[config.mk]
export PLATFORM = sky130hd
export DESIGN_NAME = t_toggle_receiver
export DESIGN_NICKNAME = d
export VERILOG_FILES = /design/src/rtl/t_toggle_receiver.sv
export SDC_FILE = /design/constraint.sdc
export NUM_CORES = 1
export LEC_CHECK = 0
export BUFFER_PORTS_ARGS = -buffer_cell sky130_fd_sc_hd__buf_4
export CORE_UTILIZATION = 47
export DETAILED_ROUTE_END_ITERATION = 10
export GPL_ROUTABILITY_DRIVEN = 0
export HOLD_SLACK_MARGIN = 0.02
export PLACE_DENSITY = 0.78
export SLEW_MARGIN = 30
export SYNTH_ARGS = -nofsm -noshare
export SYNTH_HDL_FRONTEND = slang
export SYNTH_SLANG_ARGS = --single-unit
[constraint.sdc]
create_clock -name clk -period 1.56 [get_ports clk]
set_input_delay 0.156 -clock clk [delete_from_list [all_inputs] [get_ports clk]]
set_output_delay 0.156 -clock clk [all_outputs]
set_load 0.05 [all_outputs]
[src/rtl/t_toggle_receiver.sv]
// t_toggle_receiver: receiving end of a toggle-handshake link driven by a
// sender T flip-flop. Synchronises req_t, captures data_in on each toggle,
// offers it on a valid/ready port and toggles ack_t back on consumption.
// Ports:
//   clk      - rising-edge clock
//   clr      - asynchronous active-high clear of all state
//   req_t    - toggle request from the sender (either edge = one word)
//   data_in  - sender data, stable until the matching ack_t toggle
//   ack_t    - toggle acknowledge back to the sender
//   dout     - captured word
//   valid    - dout holds an unconsumed word
//   ready    - consumer accepts dout when valid && ready
//   overrun  - sticky flag: a toggle arrived while a word was still held
//   evt_cnt  - completed transfers, wraps modulo 2^CNT_W
module t_toggle_receiver #(
   parameter int WIDTH       = 8,
   parameter int SYNC_STAGES = 2,
   parameter int CNT_W       = 8
) (
   input  logic             clk,
   input  logic             clr,
   input  logic             req_t,
   input  logic [WIDTH-1:0] data_in,
   output logic             ack_t,
   output logic [WIDTH-1:0] dout,
   output logic             valid,
   input  logic             ready,
   output logic             overrun,
   output logic [CNT_W-1:0] evt_cnt
);

   typedef enum logic {
      IDLE = 1'b0,
      HOLD = 1'b1
   } state_t;

   state_t                 state;
   logic [SYNC_STAGES-1:0] sync;
   logic                   req_s;
   logic                   req_last;
   logic                   tgl;

   assign req_s = sync[SYNC_STAGES-1];
   assign tgl   = req_s ^ req_last;

   always_ff @(posedge clk or posedge clr) begin
      if (clr) begin
         sync     <= '0;
         req_last <= 1'b0;
         state    <= IDLE;
         ack_t    <= 1'b0;
         dout     <= '0;
         valid    <= 1'b0;
         overrun  <= 1'b0;
         evt_cnt  <= '0;
      end else begin
         sync     <= {sync[SYNC_STAGES-2:0], req_t};
         // Always consume the toggle so a dropped one is never re-detected.
         req_last <= req_s;
         unique case (state)
            IDLE: begin
               if (tgl) begin
                  dout  <= data_in;
                  valid <= 1'b1;
                  state <= HOLD;
               end
            end
            HOLD: begin
               // A toggle while holding is dropped; dout is kept.
               if (tgl) begin
                  overrun <= 1'b1;
               end
               if (ready) begin
                  valid   <= 1'b0;
                  ack_t   <= ~ack_t;
                  evt_cnt <= evt_cnt + CNT_W'(1);
                  state   <= IDLE;
               end
            end
            default: begin
               state <= IDLE;
            end
         endcase
      end
   end

endmodule

==> results of run 1 <==
==> cell type report <==
cell class,instances,area (um^2)
clock buffers,4,26.3
fillers,145,547
inverters,1,3.75
multi-input cells,34,308
flip-flops and latches,23,576
well taps,25,31.3
repair buffers,34,273
==> logic make-up after synthesis <==
group	Yosys count	share of synthesized area, %
buf+inv	2	1.67
flops	23	64.1
mux	9	14.6
fa+ha+maj	1	1.39
compound gates	3	2.65
simple gates	12	6.82
xor+xnor	9	8.77
==> worst reg2reg max path: cells and delay by family (launching register included) <==
kind                      cells  cell delay, ps
and+or+nand+nor               1             210
buffers and inverters         1             150
muxes                         1             300
xor gates and xnor gates      1             240
DFF                           1             420
==> per-stage QoR <==
| step | area, um^2 | setup slack, ps | cells |
|---|---|---|---|
| floorplan | 898 | 175 | 59 |
| global route | 1220 | 48.0 | 121 |
| CTS | 1220 | 123 | 121 |
| global placement | 1170 | 236 | 115 |
| detailed placement | 1170 | 135 | 115 |
| finish | 1220 | 137 | 121 |
==> where the power goes <==
group | switching [uW] | internal (uW) | leakage, uW
registers | 156 | 777 | 0.000274
clock network | 165 | 99.9 | 0.0000150
logic | 803 | 459 | 0.000310
==> cell usage in the layout (no fill, tap or decap), types with 2 or more instances in the layout <==
master,count
sky130_fd_sc_hd__clkbuf_4,3
sky130_fd_sc_hd__nand2_1,5
sky130_fd_sc_hd__o21a_1,2
sky130_fd_sc_hd__buf_4,31
sky130_fd_sc_hd__dfrtp_1,23
sky130_fd_sc_hd__xor2_1,3
sky130_fd_sc_hd__xnor2_1,6
sky130_fd_sc_hd__dlygate4sd3_1,2
sky130_fd_sc_hd__mux2_4,8
==> layer usage <==
layer | vias to the layer above | global-route usage [%]
met5 | - | 0
met4 | 0 | 14.1
met3 | 5 | 3.97
met2 | 19 | 30.6
met1 | 284 | 21.3
li1 | 270 | -
==> worst paths after layout <==
path / start / slack (ps) / to
max: sync[1] / 140 / dout[1]
min: data_in[7] / 70 / dout[7]
max reg2reg: sync[1] / 140 / dout[1]
min reg2reg: sync[0] / 370 / sync[1]
max in group asynchronous: clr / 900 / valid
min in group asynchronous: clr / 440 / overrun
==> sequential cells by signal, summed over array words and instances, names as in the netlist <==
| register | flops |
|---|---|
| ack_t | 1 |
| dout | 8 |
| evt_cnt | 8 |
| overrun | 1 |
| req_last | 1 |
| state | 1 |
| sync | 2 |
| valid | 1 |
==> metrics.txt, run 1 <==
# TYPE chip_impl_metric gauge
chip_impl_info{name="run_status",value="complete, no violations"} 1
chip_impl_metric{name="drt-met1-wl",unit="um"} 634
chip_impl_metric{name="period_minus_slack",unit="ps"} 1420
chip_impl_metric{name="worst-path-stages",unit=""} 4
chip_impl_metric{name="netlist-cell-type-count",unit=""} 18
chip_impl_info{name="unrepaired_setup_endpoints_after_global_routing",value="false"} 1
chip_impl_metric{name="cts-buffers-inserted",unit=""} 3
chip_impl_info{name="end_kind",value="register"} 1
chip_impl_metric{name="slowest_delay",unit="ps"} 420
chip_impl_metric{name="cp_data_arrival_time",unit="ps"} 1630
chip_impl_metric{name="placeableCoreArea",unit="um^2"} 1760
chip_impl_metric{name="vdd_ir_drop_max",unit="mV"} 1.17
chip_impl_metric{name="ys_async_sr_fraction",unit="%"} 100
chip_impl_metric{name="hold_ws",unit="ps"} 70.6
chip_impl_info{name="hold_path_class",value="in2reg"} 1
chip_impl_metric{name="initial_antenna_violation_count",unit=""} 0
chip_impl_info{name="critical-path-slowest-cell",value="sky130_fd_sc_hd__dfrtp_1"} 1
chip_impl_metric{name="synth_top_area_share",unit="%"} 64.1
chip_impl_metric{name="final_count_of_negative_setup_slack_endpoints",unit=""} 0
chip_impl_metric{name="drt_first_pass_iters",unit=""} 4
chip_impl_info{name="crit_type",value="reg2reg"} 1
chip_impl_metric{name="via_count",unit=""} 578
chip_impl_metric{name="synth-seq-cells",unit=""} 23
chip_impl_metric{name="clk_transition_reported_paths",unit="ps"} 110
chip_impl_metric{name="critPathRequiredTime",unit="ps"} 1760
chip_impl_info{name="tritoncts_clock_tree",value="done"} 1
chip_impl_metric{name="slew_headroom",unit="%"} 81.4
chip_impl_metric{name="detailroute.wirelength.met2",unit="um"} 867
chip_impl_metric{name="grt_overflow_total",unit=""} 0
chip_impl_metric{name="timing_hold_violations_final",unit=""} 0
chip_impl_info{name="synthFlopType",value="sky130_fd_sc_hd__dfrtp_1"} 1
chip_impl_info{name="routed.top_layer",value="met4"} 1
chip_impl_metric{name="finalSetupTns",unit="ps"} 0
chip_impl_metric{name="yosysSeqAreaShare",unit="%"} 64.1
chip_impl_metric{name="die-width",unit="um"} 45.7
chip_impl_metric{name="initial_core_util",unit="%"} 50.9
chip_impl_metric{name="cp_num_buf_inv",unit=""} 1
chip_impl_metric{name="tightest_slew",unit="ps"} 279
chip_impl_metric{name="worst-path-max-fanout",unit=""} 9
chip_impl_metric{name="timing.final.crit_share",unit="%"} 91.2
chip_impl_metric{name="gr-usage-all-layers",unit="%"} 18.7
chip_impl_metric{name="post-layout-total-power",unit="uW"} 2460
chip_impl_metric{name="synth_fp_nets",unit=""} 72
chip_impl_metric{name="per_cell_via_count_in_the_routed_design",unit=""} 4.78
chip_impl_metric{name="cts.hold.buffers_added",unit=""} 2
chip_impl_metric{name="cts_num_sinks",unit=""} 23
chip_impl_metric{name="die_area",unit="um^2"} 2090
chip_impl_info{name="ctsRootBufferMaster",value="sky130_fd_sc_hd__clkbuf_4"} 1
chip_impl_metric{name="placement_rows",unit=""} 15
chip_impl_info{name="netlist_top_cells_count",value="sky130_fd_sc_hd__dfrtp_1, sky130_fd_sc_hd__mux2_4, sky130_fd_sc_hd__xnor2_1"} 1
chip_impl_metric{name="drtAntennaViolNets",unit=""} 0
chip_impl_metric{name="finClkSkew",unit="ps"} 3.98
chip_impl_info{name="netlist.top_cell.by_area",value="sky130_fd_sc_hd__dfrtp_1"} 1
chip_impl_metric{name="insertion_delay",unit="ps"} 310
chip_impl_metric{name="io_pins",unit=""} 31
chip_impl_metric{name="grt_first_pass_wirelength",unit="um"} 2580
chip_impl_metric{name="wl_per_cell",unit="um"} 13.5
chip_impl_metric{name="finalMaxSlewViolations",unit=""} 0
chip_impl_metric{name="clockBufferDepth",unit=""} 2
chip_impl_metric{name="buffer_ports.inserted",unit=""} 30
chip_impl_metric{name="rr_worst_depth",unit=""} 4
chip_impl_metric{name="layout.nets",unit=""} 110
chip_impl_metric{name="hpwlAfterDp",unit="um"} 1220
chip_impl_metric{name="maxClockFrequency",unit="MHz"} 703
chip_impl_metric{name="drt_iter0_markers",unit=""} 9
chip_impl_metric{name="diodes",unit=""} 0
chip_impl_info{name="timing.critical_path.cells",value="xor2_1 -> and2b_1 -> buf_12 -> mux2_4"} 1
chip_impl_metric{name="cap_viol_max_count",unit=""} 0
chip_impl_metric{name="fin_util",unit="%"} 69.0
chip_impl_metric{name="synthCells",unit=""} 59
chip_impl_metric{name="maximum_number_of_pins_on_one_net_before_global_route_repair",unit=""} 24
chip_impl_metric{name="total_leakage_power",unit="uW"} 0.000599
chip_impl_metric{name="mappedNetlistArea",unit="um^2"} 898
chip_impl_metric{name="cts-resized-gates",unit=""} 0
chip_impl_metric{name="via_count_of_the_first_global_routing_pass",unit=""} 582
chip_impl_metric{name="post_cts.repair.setup_buffers",unit=""} 0
chip_impl_metric{name="die_h",unit="um"} 45.7
chip_impl_metric{name="ys.warnings.count",unit=""} 0
chip_impl_info{name="critPathLaunchType",value="register"} 1
chip_impl_metric{name="synth-edff-count",unit=""} 0
chip_impl_metric{name="layout-area-overhead-vs-synth",unit="%"} 35.5
chip_impl_metric{name="post_route_cells_drive_above_1_share",unit="%"} 46.9
chip_impl_info{name="synthTopCellsByArea",value="sky130_fd_sc_hd__dfrtp_1, sky130_fd_sc_hd__mux2_4, sky130_fd_sc_hd__xnor2_1"} 1
chip_impl_info{name="yosysMostFrequentCell",value="sky130_fd_sc_hd__dfrtp_1"} 1
chip_impl_metric{name="routed_wirelength",unit="um"} 1630
chip_impl_metric{name="ctsHtreeMaxLevel",unit=""} 1
chip_impl_metric{name="synth.avg_cell_area",unit="um^2"} 15.2
chip_impl_metric{name="power-per-cell-area",unit="nW/um^2"} 2020
chip_impl_info{name="cpLargestDelayFamily",value="flip-flops"} 1
chip_impl_metric{name="wl_met3",unit="um"} 77
chip_impl_metric{name="drc_errors",unit=""} 0
chip_impl_metric{name="worstHoldPathCells",unit=""} 2
No activity file was read; power rests on OpenSTA's default activity.
==> run 2: changes to the inputs <==
--- a/config.mk
+++ b/config.mk
@@ -6,11 +6,11 @@
 export NUM_CORES = 1
 export LEC_CHECK = 0
 export BUFFER_PORTS_ARGS = -buffer_cell sky130_fd_sc_hd__buf_4
-export CORE_UTILIZATION = 47
+export CORE_UTILIZATION = 43
 export DETAILED_ROUTE_END_ITERATION = 10
 export GPL_ROUTABILITY_DRIVEN = 0
 export HOLD_SLACK_MARGIN = 0.02
-export PLACE_DENSITY = 0.78
+export PLACE_DENSITY = 0.75
 export SLEW_MARGIN = 30
 export SYNTH_ARGS = -nofsm -noshare
 export SYNTH_HDL_FRONTEND = slang
==> constraint.sdc (replaced) <==
create_clock -name clk -period 1.3 [get_ports clk]
set_input_delay 0.13 -clock clk [delete_from_list [all_inputs] [get_ports clk]]
set_output_delay 0.13 -clock clk [all_outputs]
set_load 0.05 [all_outputs]
==> metrics.txt, run 2 (synthesis results as in run 1) <==
# TYPE chip_impl_metric gauge
chip_impl_metric{name="cap_viol_max_count",unit=""} 0
chip_impl_metric{name="grt_util_met3",unit="%"} 6.79
chip_impl_metric{name="ctsHtreeMaxLevel",unit=""} 1
chip_impl_metric{name="placement_rows",unit=""} 16
chip_impl_metric{name="diodes",unit=""} 0
chip_impl_metric{name="switching_share",unit="%"} 45.0
chip_impl_metric{name="use_met2",unit="%"} 25.1
chip_impl_metric{name="finClkSkew",unit="ps"} 5.22
chip_impl_metric{name="dpl_worst_slack",unit="ps"} -2.98
chip_impl_metric{name="layout.nets",unit=""} 116
chip_impl_metric{name="vdd_ir_drop_max",unit="mV"} 1.29
chip_impl_metric{name="finalWorstSetupSlack",unit="ps"} -45.3
chip_impl_info{name="tritoncts_clock_tree",value="done"} 1
chip_impl_metric{name="numPlacedInstances",unit=""} 120
chip_impl_metric{name="critPathRequiredTime",unit="ps"} 1500
chip_impl_metric{name="finalMaxSlewViolations",unit=""} 0
chip_impl_metric{name="total_leakage_power",unit="uW"} 0.000626
chip_impl_metric{name="drt_iter0_markers",unit=""} 9
chip_impl_metric{name="placeableCoreArea",unit="um^2"} 1960
chip_impl_metric{name="post_route_cells_drive_above_1_share",unit="%"} 53.9
chip_impl_info{name="biggestRegsByFlops",value="dout x8, evt_cnt x8, sync x2"} 1
chip_impl_info{name="beginning_of_the_worst_hold_path",value="data_in[6]"} 1
chip_impl_metric{name="cp_data_arrival_time",unit="ps"} 1540
chip_impl_info{name="timing.critical_path.cells",value="xor2_2 -> and2b_1 -> buf_12 -> mux2_4"} 1
chip_impl_metric{name="maxClockFrequency",unit="MHz"} 743
chip_impl_metric{name="grt_overflow_total",unit=""} 0
chip_impl_metric{name="internal_power",unit="uW"} 1640
chip_impl_metric{name="cts-buffers-inserted",unit=""} 3
chip_impl_metric{name="timing_hold_violations_final",unit=""} 0
chip_impl_metric{name="via_count",unit=""} 595
chip_impl_metric{name="maximum_number_of_pins_on_one_net_before_global_route_repair",unit=""} 16
chip_impl_metric{name="period_minus_slack",unit="ps"} 1350
chip_impl_metric{name="die_h",unit="um"} 47.7
chip_impl_metric{name="initial_core_util",unit="%"} 45.8
chip_impl_metric{name="clk_transition_reported_paths",unit="ps"} 110
chip_impl_metric{name="cts_num_sinks",unit=""} 23
chip_impl_metric{name="worst-path-max-fanout",unit=""} 9
chip_impl_metric{name="slew_headroom",unit="%"} 78.4
chip_impl_metric{name="insertion_delay",unit="ps"} 310
chip_impl_metric{name="grt_first_pass_wirelength",unit="um"} 2340
chip_impl_metric{name="fillCellCount",unit=""} 162
chip_impl_metric{name="layout-area-overhead-vs-synth",unit="%"} 42.1
chip_impl_info{name="worstReg2RegStart",value="req_last"} 1
chip_impl_metric{name="timing.final.crit_share",unit="%"} 103
chip_impl_metric{name="io_pins",unit=""} 31
chip_impl_metric{name="per_cell_via_count_in_the_routed_design",unit=""} 4.61
chip_impl_info{name="critPathLaunchType",value="register"} 1
chip_impl_metric{name="clockBufferDepth",unit=""} 2
chip_impl_metric{name="drc_errors",unit=""} 0
chip_impl_info{name="crit_start",value="req_last"} 1
chip_impl_info{name="hold_path_class",value="in2reg"} 1
chip_impl_metric{name="drt_first_pass_iters",unit=""} 3
chip_impl_metric{name="power_frac_seq",unit="%"} 37.2
chip_impl_metric{name="die-width",unit="um"} 47.7
chip_impl_info{name="run_status",value="complete, but fails checks"} 1
chip_impl_metric{name="fin_cells",unit=""} 129
chip_impl_info{name="most_frequent_cells_in_the_layout",value="sky130_fd_sc_hd__buf_4, sky130_fd_sc_hd__dfrtp_1, sky130_fd_sc_hd__mux2_4"} 1
chip_impl_metric{name="finalSetupTns",unit="ps"} -274
chip_impl_info{name="violations",value="negative setup slack"} 1
chip_impl_metric{name="final_count_of_negative_setup_slack_endpoints",unit=""} 8
chip_impl_info{name="critical-path-slowest-cell",value="sky130_fd_sc_hd__dfrtp_1"} 1
chip_impl_metric{name="via_count_of_the_first_global_routing_pass",unit=""} 566
chip_impl_metric{name="routed_wirelength",unit="um"} 1580
chip_impl_metric{name="slowest_delay",unit="ps"} 410
chip_impl_info{name="unrepaired_setup_endpoints_after_global_routing",value="true"} 1
chip_impl_info{name="ctsRootBufferMaster",value="sky130_fd_sc_hd__clkbuf_4"} 1
chip_impl_info{name="globalRoute.busiestLayer",value="met2"} 1
chip_impl_metric{name="wl_per_cell",unit="um"} 12.2
chip_impl_metric{name="initial_antenna_violation_count",unit=""} 0
chip_impl_metric{name="gr-usage-met1",unit="%"} 18.9
chip_impl_metric{name="hold_ws",unit="ps"} 48.5
chip_impl_metric{name="buffer_ports.inserted",unit=""} 30
chip_impl_metric{name="die_area",unit="um^2"} 2280
chip_impl_metric{name="power-per-cell-area",unit="nW/um^2"} 2340
chip_impl_metric{name="drtAntennaViolNets",unit=""} 0
chip_impl_metric{name="tightest_slew",unit="ps"} 324
chip_impl_info{name="crit_type",value="reg2reg"} 1
chip_impl_info{name="layout_commonest_cell",value="sky130_fd_sc_hd__buf_4"} 1
chip_impl_info{name="end_kind",value="register"} 1
chip_impl_metric{name="hpwlAfterDp",unit="um"} 1150
chip_impl_metric{name="combinational_power_share",unit="%"} 52.2
chip_impl_metric{name="power.clock.fraction",unit="%"} 10.5
chip_impl_metric{name="p_switching",unit="uW"} 1350
chip_impl_metric{name="gr-usage-all-layers",unit="%"} 15.8
## run 2: cell count changes in the layout (fill, tap and decap cells not counted), sizes merged
cell / delta
buf: +6
## run 2: layout make-up
class                   instances  area, um^2  share of cell area (%)
flip-flops and latches         23         579                    45.4
multi-input cells              34         315                    24.7
repair buffers                 40         318                    24.9
well taps                      27        33.8                    2.65
clock buffers                   4        26.3                    2.06
inverters                       1        3.75                   0.294
## run 2: power by group through the flow
stage | Sequential [uW] | Clock [uW] | Combinational [uW]
floorplan | 1840 | 0 | 354
global placement | 1120 | 0 | 1530
detailed placement | 1130 | 0 | 1550
CTS | 1120 | 334 | 1560
global route | 1150 | 359 | 1640
finish | 1110 | 315 | 1560
## run 2: worst max-delay path: cells and delay by family, from the launching register on
kind,cells,cell delay [ps]
mux,1,300
xor+xnor,1,180
flops,1,410
simple gates,1,190
buf+inv,1,150
## run 2: what timing repair did
action,4_1_cts,5_1_grt
resized for setup,0,1
hold buffers,2,0
endpoints found under the hold margin,9,0
pin swaps,1,1
setup buffers,2,1
setup endpoints to repair,8,8
## run 2: routing by layer
metal / part of all wire, % / vias to the layer above
met5: 0 / -
met2: 49 / 22
met4: 1.1 / 0
li1: - / 284
met3: 6.7 / 2
met1: 44 / 287
## run 2: final timing paths
| kind | end | slack, ps | cells past startpoint |
|---|---|---|---|
| min | dout[6] | 50 | 2 |
| max in group asynchronous | dout[4] | 480 | 4 |
| min reg2reg | sync[1] | 360 | 0 |
| max reg2reg | dout[4] | -50 | 4 |
| min in group asynchronous | evt_cnt[3] | 310 | 3 |
| max | dout[4] | -50 | 4 |
## run 2: stage by stage
step / area (um^2) / total power [uW] / util (%)
floorplan: 902 / 2200 / -
global placement: 1200 / 2650 / 61.2
detailed placement: 1200 / 2680 / 61.2
CTS: 1260 / 3010 / 64.3
global route: 1280 / 3150 / 65.1
finish: 1280 / 2990 / 65.1
